==> src/rtl/decoder_38_hold_if.sv <==
// Index handshake between the upstream priority encoder and the 3:8 hold decoder.
// The master drives the index and valid flag, and the slave answers with ready.
interface decoder_38_hold_if #(
    parameter int IDX_W = 3
);
    logic             in_valid;
    logic             in_ready;
    logic [IDX_W-1:0] in_idx;

    modport master (
        output in_valid,
        output in_idx,
        input  in_ready
    );

    modport slave (
        input  in_valid,
        input  in_idx,
        output in_ready
    );
endinterface

==> src/rtl/decoder_38_hold.sv <==
// Decodes handshaked index codes to one-hot words, holds each word for HOLD_CYCLES clocks,
// and keeps a sticky mask of every index decoded since reset or the last clear.
module decoder_38_hold #(
    parameter  int IDX_W       = 3,
    parameter  int HOLD_CYCLES = 4,
    localparam int OUT_W       = 1 << IDX_W
) (
    input  logic              clk,
    input  logic              rst_n,
    decoder_38_hold_if.slave  in_bus,
    input  logic              clr_mask,
    output logic [OUT_W-1:0]  y_onehot,
    output logic              y_valid,
    output logic [OUT_W-1:0]  seen_mask,
    output logic              busy
);

    localparam logic [7:0] RELOAD = 8'(HOLD_CYCLES - 1);

    typedef enum logic {
        IDLE,
        HOLD
    } state_t;

    state_t           state;
    logic [7:0]       cnt;
    logic             xfer;
    logic [OUT_W-1:0] dec_word;

    // Gating with rst_n keeps ready low for the whole time reset is asserted
    assign in_bus.in_ready = rst_n && ((state == IDLE) || (state == HOLD && cnt == 8'd0));
    assign xfer            = in_bus.in_valid && in_bus.in_ready;
    assign dec_word        = OUT_W'(1) << in_bus.in_idx;

    always_ff @(posedge clk or negedge rst_n) begin
        if (!rst_n) begin
            state    <= IDLE;
            cnt      <= 8'd0;
            y_onehot <= '0;
            y_valid  <= 1'b0;
            busy     <= 1'b0;
        end else begin
            case (state)
                IDLE: begin
                    if (xfer) begin
                        y_onehot <= dec_word;
                        y_valid  <= 1'b1;
                        cnt      <= RELOAD;
                        busy     <= 1'b1;
                        state    <= HOLD;
                    end
                end
                HOLD: begin
                    // The last held clock doubles as the accept slot so back-to-back words have no gap
                    if (cnt != 8'd0) begin
                        cnt <= cnt - 8'd1;
                    end else if (xfer) begin
                        y_onehot <= dec_word;
                        cnt      <= RELOAD;
                    end else begin
                        y_onehot <= '0;
                        y_valid  <= 1'b0;
                        busy     <= 1'b0;
                        state    <= IDLE;
                    end
                end
            endcase
        end
    end

    // A transfer in the same cycle as a clear still leaves its own bit set
    always_ff @(posedge clk or negedge rst_n) begin
        if (!rst_n) begin
            seen_mask <= '0;
        end else begin
            seen_mask <= (clr_mask ? '0 : seen_mask) | (xfer ? dec_word : '0);
        end
    end

endmodule

==> src/flat_wrapper.sv <==
// flat-port wrapper written by rule: the top's interface ports become plain ports
module decoder_38_hold_flat 
#(
    parameter  int IDX_W       = 3,
    parameter  int HOLD_CYCLES = 4,
    localparam int OUT_W       = 1 << IDX_W
)
  (clk, rst_n, clr_mask, y_onehot, y_valid, seen_mask, busy, in_bus_in_valid, in_bus_in_idx, in_bus_in_ready);
  decoder_38_hold_if #(.IDX_W(IDX_W)) in_bus_i ();
  input  logic clk;
  input  logic rst_n;
  input  logic clr_mask;
  output logic [OUT_W-1:0] y_onehot;
  output logic y_valid;
  output logic [OUT_W-1:0] seen_mask;
  output logic busy;
  input wire logic [$bits(in_bus_i.in_valid)-1:0] in_bus_in_valid;
  input wire logic [$bits(in_bus_i.in_idx)-1:0] in_bus_in_idx;
  output wire logic [$bits(in_bus_i.in_ready)-1:0] in_bus_in_ready;
  assign in_bus_i.in_valid = in_bus_in_valid;
  assign in_bus_i.in_idx = in_bus_in_idx;
  assign in_bus_in_ready = in_bus_i.in_ready;
  decoder_38_hold #(.IDX_W(IDX_W), .HOLD_CYCLES(HOLD_CYCLES)) u_core (.clk(clk), .rst_n(rst_n), .in_bus(in_bus_i), .clr_mask(clr_mask), .y_onehot(y_onehot), .y_valid(y_valid), .seen_mask(seen_mask), .busy(busy));
endmodule
==> config.mk <==
export PLATFORM = sky130hd
export DESIGN_NAME = decoder_38_hold_flat
export DESIGN_NICKNAME = d
export VERILOG_FILES = /design/src/rtl/decoder_38_hold_if.sv /design/src/rtl/decoder_38_hold.sv /design/src/flat_wrapper.sv
export SDC_FILE = /design/constraint.sdc
export NUM_CORES = 1
export LEC_CHECK = 0
export CORE_MARGIN = 3
export CORE_UTILIZATION = 45
export CTS_CLUSTER_DIAMETER = 100
export DETAILED_ROUTE_END_ITERATION = 10
export GPL_TIMING_DRIVEN = 0
export PLACE_DENSITY = 0.73
export SYNTH_ARGS = -nofsm -noshare
export SYNTH_HDL_FRONTEND = slang
export SYNTH_SLANG_ARGS = --single-unit
==> constraint.sdc <==
create_clock -name clk -period 2.25 [get_ports clk]
set_clock_uncertainty 0.2 [all_clocks]
set_input_delay 0.45 -clock clk [delete_from_list [all_inputs] [get_ports clk]]
set_output_delay 0.45 -clock clk [all_outputs]
set_load 0.01 [all_outputs]
; ---- Word-level counts from Yosys, hierarchy flattened
; Cells that the tools add are included.
[classes]
n_addsub = 1
eq_ne = 3
shift = 1
n_mux = 15
n_bitwise = 2
reduce_logical = 8
[op_table]
columns = operator, n
row1 = $mux 8, 6
row2 = $pmux 8 s2, 2
row3 = $logic_not 8->1, 1
row4 = $or 8x8->8, 1
row5 = $reduce_bool 8->1, 1
row6 = $shl 1x3->8 const A, 1
row7 = $sub 8x1->8 const B, 1
row8 = $mux 1, 5
row9 = $ne 2x2->1 const B, 2
row10 = $pmux 1 s2, 2
row11 = $logic_and 1x1->1, 3
row12 = $reduce_and 3->1, 1
row13 = $ne 2x1->1 const B, 1
row14 = $reduce_and 2->1, 1
row15 = $logic_or 1x1->1, 1
row16 = $not 1->1, 1
[totals]
ff_bits = 26
in_bits = 7
output_inout_bits = 19
word_cells = 35

; ---- Longest topological paths before layout
[logic_depth]
word_depth = 8
mapped_depth = 8
depth_no_buf = 5

; ---- Worst setup path before layout
; OpenSTA, ideal clock, no wires.
[synth_timing]
path_kind = register to output
startpoint = reg u_core.cnt[0]
endpoint = out in_bus_in_ready
arrival_time_ps = 1734
required_time_ps = 1600
path_slack_ps = -134
stages_incl_launch_ff = 8
path_buffers = 2
path_cell_list = dfrtp_1 > inv_1 > ha_1 > or4b_1 > buf_2 > o21a_1 > buf_6 > and2b_2
[synth_between]
elab_chain_cells = 4
[synth_rtl]
columns = element, line_no
row1 = start: declaration, decoder_38_hold.sv:26  ; logic [7:0] cnt;
row2 = start signal: assignment, decoder_38_hold.sv:56  ; cnt <= cnt - 8'd1;
row3 = $logic_not 8->1, decoder_38_hold.sv:31  ; assign in_bus.in_ready = rst_n && ((state == IDLE) || (state == HOLD && cnt == 8'd0));
row4 = $logic_and 1x1->1, decoder_38_hold.sv:31
row5 = $logic_or 1x1->1, decoder_38_hold.sv:31
row6 = $logic_and 1x1->1, decoder_38_hold.sv:31
row7 = end: declaration, flat_wrapper.sv:19  ; output wire logic [$bits(in_bus_i.in_ready)-1:0] in_bus_in_ready;
; No other way between the ends.

; ---- Worst setup path after layout
; Ends and elaborated chain as after synthesis.

==> qor.csv <==
stage,metric,value,unit
outcome,status,"complete, but fails checks",
outcome,failing checks,negative setup slack,
timing,Final Setup Violations,1,
timing,Final min period,2645,ps
route,DRT iter0 DRCs,24,
final_layout,Ant. Diodes,0,
route,WL/cell,16.38,microns
yosys,"flops & latches, synth",26,
global_route,largest net degree at the start of global routing,31,
worst_setup_path,crit path launch type,register,
power_and_ir_drop,Combinational Power Share,41.9,%
power_and_ir_drop,Clk pwr share,18.3,%
final_layout,area occupied by multi-input gates,525.5,sq um
yosys,"EDFF count, synth",0,
cts,total CTS buffers,3,
yosys,asr flop ratio synth,100.0,%
final_layout,"commonest non-fill, non-tap cell in the layout",dfrtp_1,
yosys,Synth Area per Inst,11.10,sq um
yosys,"Top FF cell, synth",dfrtp_1,
power_and_ir_drop,Int Pwr,0.001196,W
cts,clk root buf,clkbuf_4,
floorplan,die height,59.26,microns
power_and_ir_drop,switch share,32.60,%
worst_setup_path,worst path arrival time,2000,ps
timing,Tcrit/Tclk final,117.6,%
floorplan,Die W,59.26,microns
cts,Clock transition at path regs,150,ps
global_route,first-pass GRT wire length,4988,microns
cts,CTS tree,built,
route,DRT Wirelength,2949,microns
power_and_ir_drop,switching power,0.0005787,W
floorplan,Site Rows,18,
cts,CTS max path bufs,2,
yosys,Mapped Area,1276,sq um
route,Detail Route Antenna Nets,0,
power_and_ir_drop,Peak supply drop,0.0006593,V
floorplan,Initial Util,49.28,%
placement,Final GP Congestion,0.7696,
power_and_ir_drop,Static Leak,0.6901,nW
final_layout,register area,650.6,sq um
yosys,register area share after synthesis,50.98,%
floorplan,core area,2590,sq um
route,drt pass-1 iters,4,
yosys,"Net Count, Synth",124,
floorplan,die footprint,3511,sq um
global_route,"Remaining Overflow, GRT",0,
power_and_ir_drop,power density cells,1053,nW/um^2
global_route,number of global-route vias before repair,1065,
yosys,Gate Count Post-Synth,115,
timing,Final Hold Vio Count,0,
route,Via density,5.672,
yosys,YS warnings,0,
final_layout,fillers,206,
min_path,Tightest Hold Check Type,register to register,
yosys,Netlist cell types,40,
timing,Max Clock Freq,0.3780,GHz
job,max_cap viols,0,
route,via count,1021,
final_layout,fin area,1685,sq um
worst_setup_path,peak fanout along the critical path,2,
final_layout,net count reported at finish,160,
worst_setup_path,Crit Path Class,register to output port,
cts,H-tree levels,1,
worst_setup_path,Crit. End Element,output port,
cts,TritonCTS Sinks,26,
floorplan,# IOs,26,
placement,DP Area,1554,sq um
timing,RSZ-0062 raised after global routing,true,
global_route,initial antenna violation count,0,
global_route,Tot GR Track Use,18.63,%
placement,DP HPWL,2055,microns
worst_setup_path,"Req. time, crit path",1600,ps
timing,setup slack after layout,-395.3,ps
cts,Worst-Skew Late Latency,330,ps
timing,Min Hold Slack,313.1,ps
final_layout,area growth from synthesis to layout,32.06,%
final_layout,share of cells above drive strength 1,20.00,%
timing,Slew Limit Fails,0,
timing,worst rel slew slack,68.36,%
final_layout,"commonest non-fill, non-tap cells in the layout","dfrtp_1, clkdlybuf4s50_1, inv_1",
route,DRC errors left,0,
placement,IO Port Bufs,24,
timing,Worst Tran Pin Value,474.5,ps
power_and_ir_drop,Seq pwr share,39.8,%
-- layout make-up --
cell class | instances | share of cell area (%)
plain buffers | 6 | 2.376
clock inverters | 1 | 1.782
well taps | 30 | 2.227
multi-input cells | 66 | 31.18
inverters | 14 | 3.118
flip-flops and latches | 26 | 38.60
repair buffers | 34 | 19.38
clock buffers | 3 | 1.336
-- repair_timing --
action                                  CTS  global route
pin swaps                                 3             2
hold buffers                              0             2
endpoints found under the setup margin   27            13
hold endpoints to repair                  0            26
setup buffers                             6             2
resized for setup                        14             2
-- stage by stage --
stage | setup WS (ps) | utilization [%] | setup TNS [ps] | power [W] | cells
CTS | -544.6 | 64.44 | -544.6 | 0.001775 | 178
global placement | -1042 | 60.00 | -22120 | 0.001317 | 169
detailed placement | -1103 | 60.00 | -23860 | 0.001355 | 169
floorplan | -108.0 | - | -108.0 | 0.001097 | 115
global route | -476.9 | 65.07 | -476.9 | 0.001905 | 180
finish | -395.3 | 65.07 | -395.3 | 0.001775 | 180
-- synthesized netlist by cell type (2+ instances only) --
cell,count,area [sq um]
dfrtp_1,26,650.6
inv_1,14,52.55
o22ai_1,8,50.05
o2bb2ai_1,8,70.07
o21ai_0,4,20.02
mux2i_1,3,30.03
nand2_1,3,11.26
nand4b_1,3,26.28
nor2_1,3,11.26
and2_1,2,12.51
buf_4,2,15.01
clkbuf_2,2,10.01
ha_1,2,25.02
nand3_1,2,10.01
nand3b_1,2,15.01
o211ai_1,2,15.01
o21a_1,2,15.01
o31ai_1,2,15.01
or3_1,2,12.51
or4b_1,2,20.02
or4b_2,2,20.02
-- flip-flops by register name (all words and copies together), names as in the netlist --
| signal | cells |
|---|---|
| u_core.cnt | 8 |
| u_core.y_onehot | 8 |
| u_core.seen_mask | 8 |
| u_core.state | 1 |
| u_core.y_valid | 1 |
-- per-layer routing --
metal / up-vias / track usage [%] / routed length [microns]
met5: - / 0 / 0
met4: 0 / 8.738 / 80
met3: 8 / 2.832 / 106
met2: 23 / 30.42 / 1470
met1: 504 / 24.07 / 1292
li1: 486 / - / -
-- power by group through the flow --
| stage | registers [W] | clock network, W | logic [W] |
|---|---|---|---|
| detailed placement | 0.000719 | 0 | 0.000636 |
| global placement | 0.000708 | 0 | 0.000608 |
| finish | 0.000706 | 0.000324 | 0.000744 |
| CTS | 0.000708 | 0.000333 | 0.000734 |
| floorplan | 0.000718 | 0 | 0.000380 |
| global route | 0.000726 | 0.000354 | 0.000824 |
-- logic make-up after synthesis --
group                      Yosys count  share of synthesized area [%]
muxes                                3                          2.353
xor gates and xnor gates             1                         0.6864
adders and majority gates            2                          1.960
AOI/OAI and AO/OA                   31                          19.71
buffers and inverters               23                          9.116
DFF                                 26                          50.98
and+or+nand+nor                     29                          15.20
-- critical path, stage by stage (launching register included) --
cell and delay (ps):
dfrtp_1 420, inv_2 80, ha_4 120, or4b_4 470
o21a_1 240, and2b_2 230, buf_6 100
-- path summary, 6_finish.rpt --
check / from / endpoint / slack [ps] / cells past startpoint
min: u_core.y_onehot[3]$_DFFE_PN0P_ / u_core.y_onehot[3]$_DFFE_PN0P_ / 310 / 1
max: u_core.cnt[0]$_DFF_PN0_ / in_bus_in_ready / -400 / 6
min reg2reg: u_core.y_onehot[3]$_DFFE_PN0P_ / u_core.y_onehot[3]$_DFFE_PN0P_ / 310 / 1
min in group asynchronous: rst_n / u_core.state$_DFF_PN0_ / 500 / 3
max in group asynchronous: rst_n / u_core.seen_mask[7]$_DFF_PN0_ / 1190 / 3
max reg2reg: u_core.cnt[0]$_DFF_PN0_ / u_core.y_onehot[6]$_DFFE_PN0P_ / 100 / 6
Note: power is estimated with default switching activity, not from simulation.
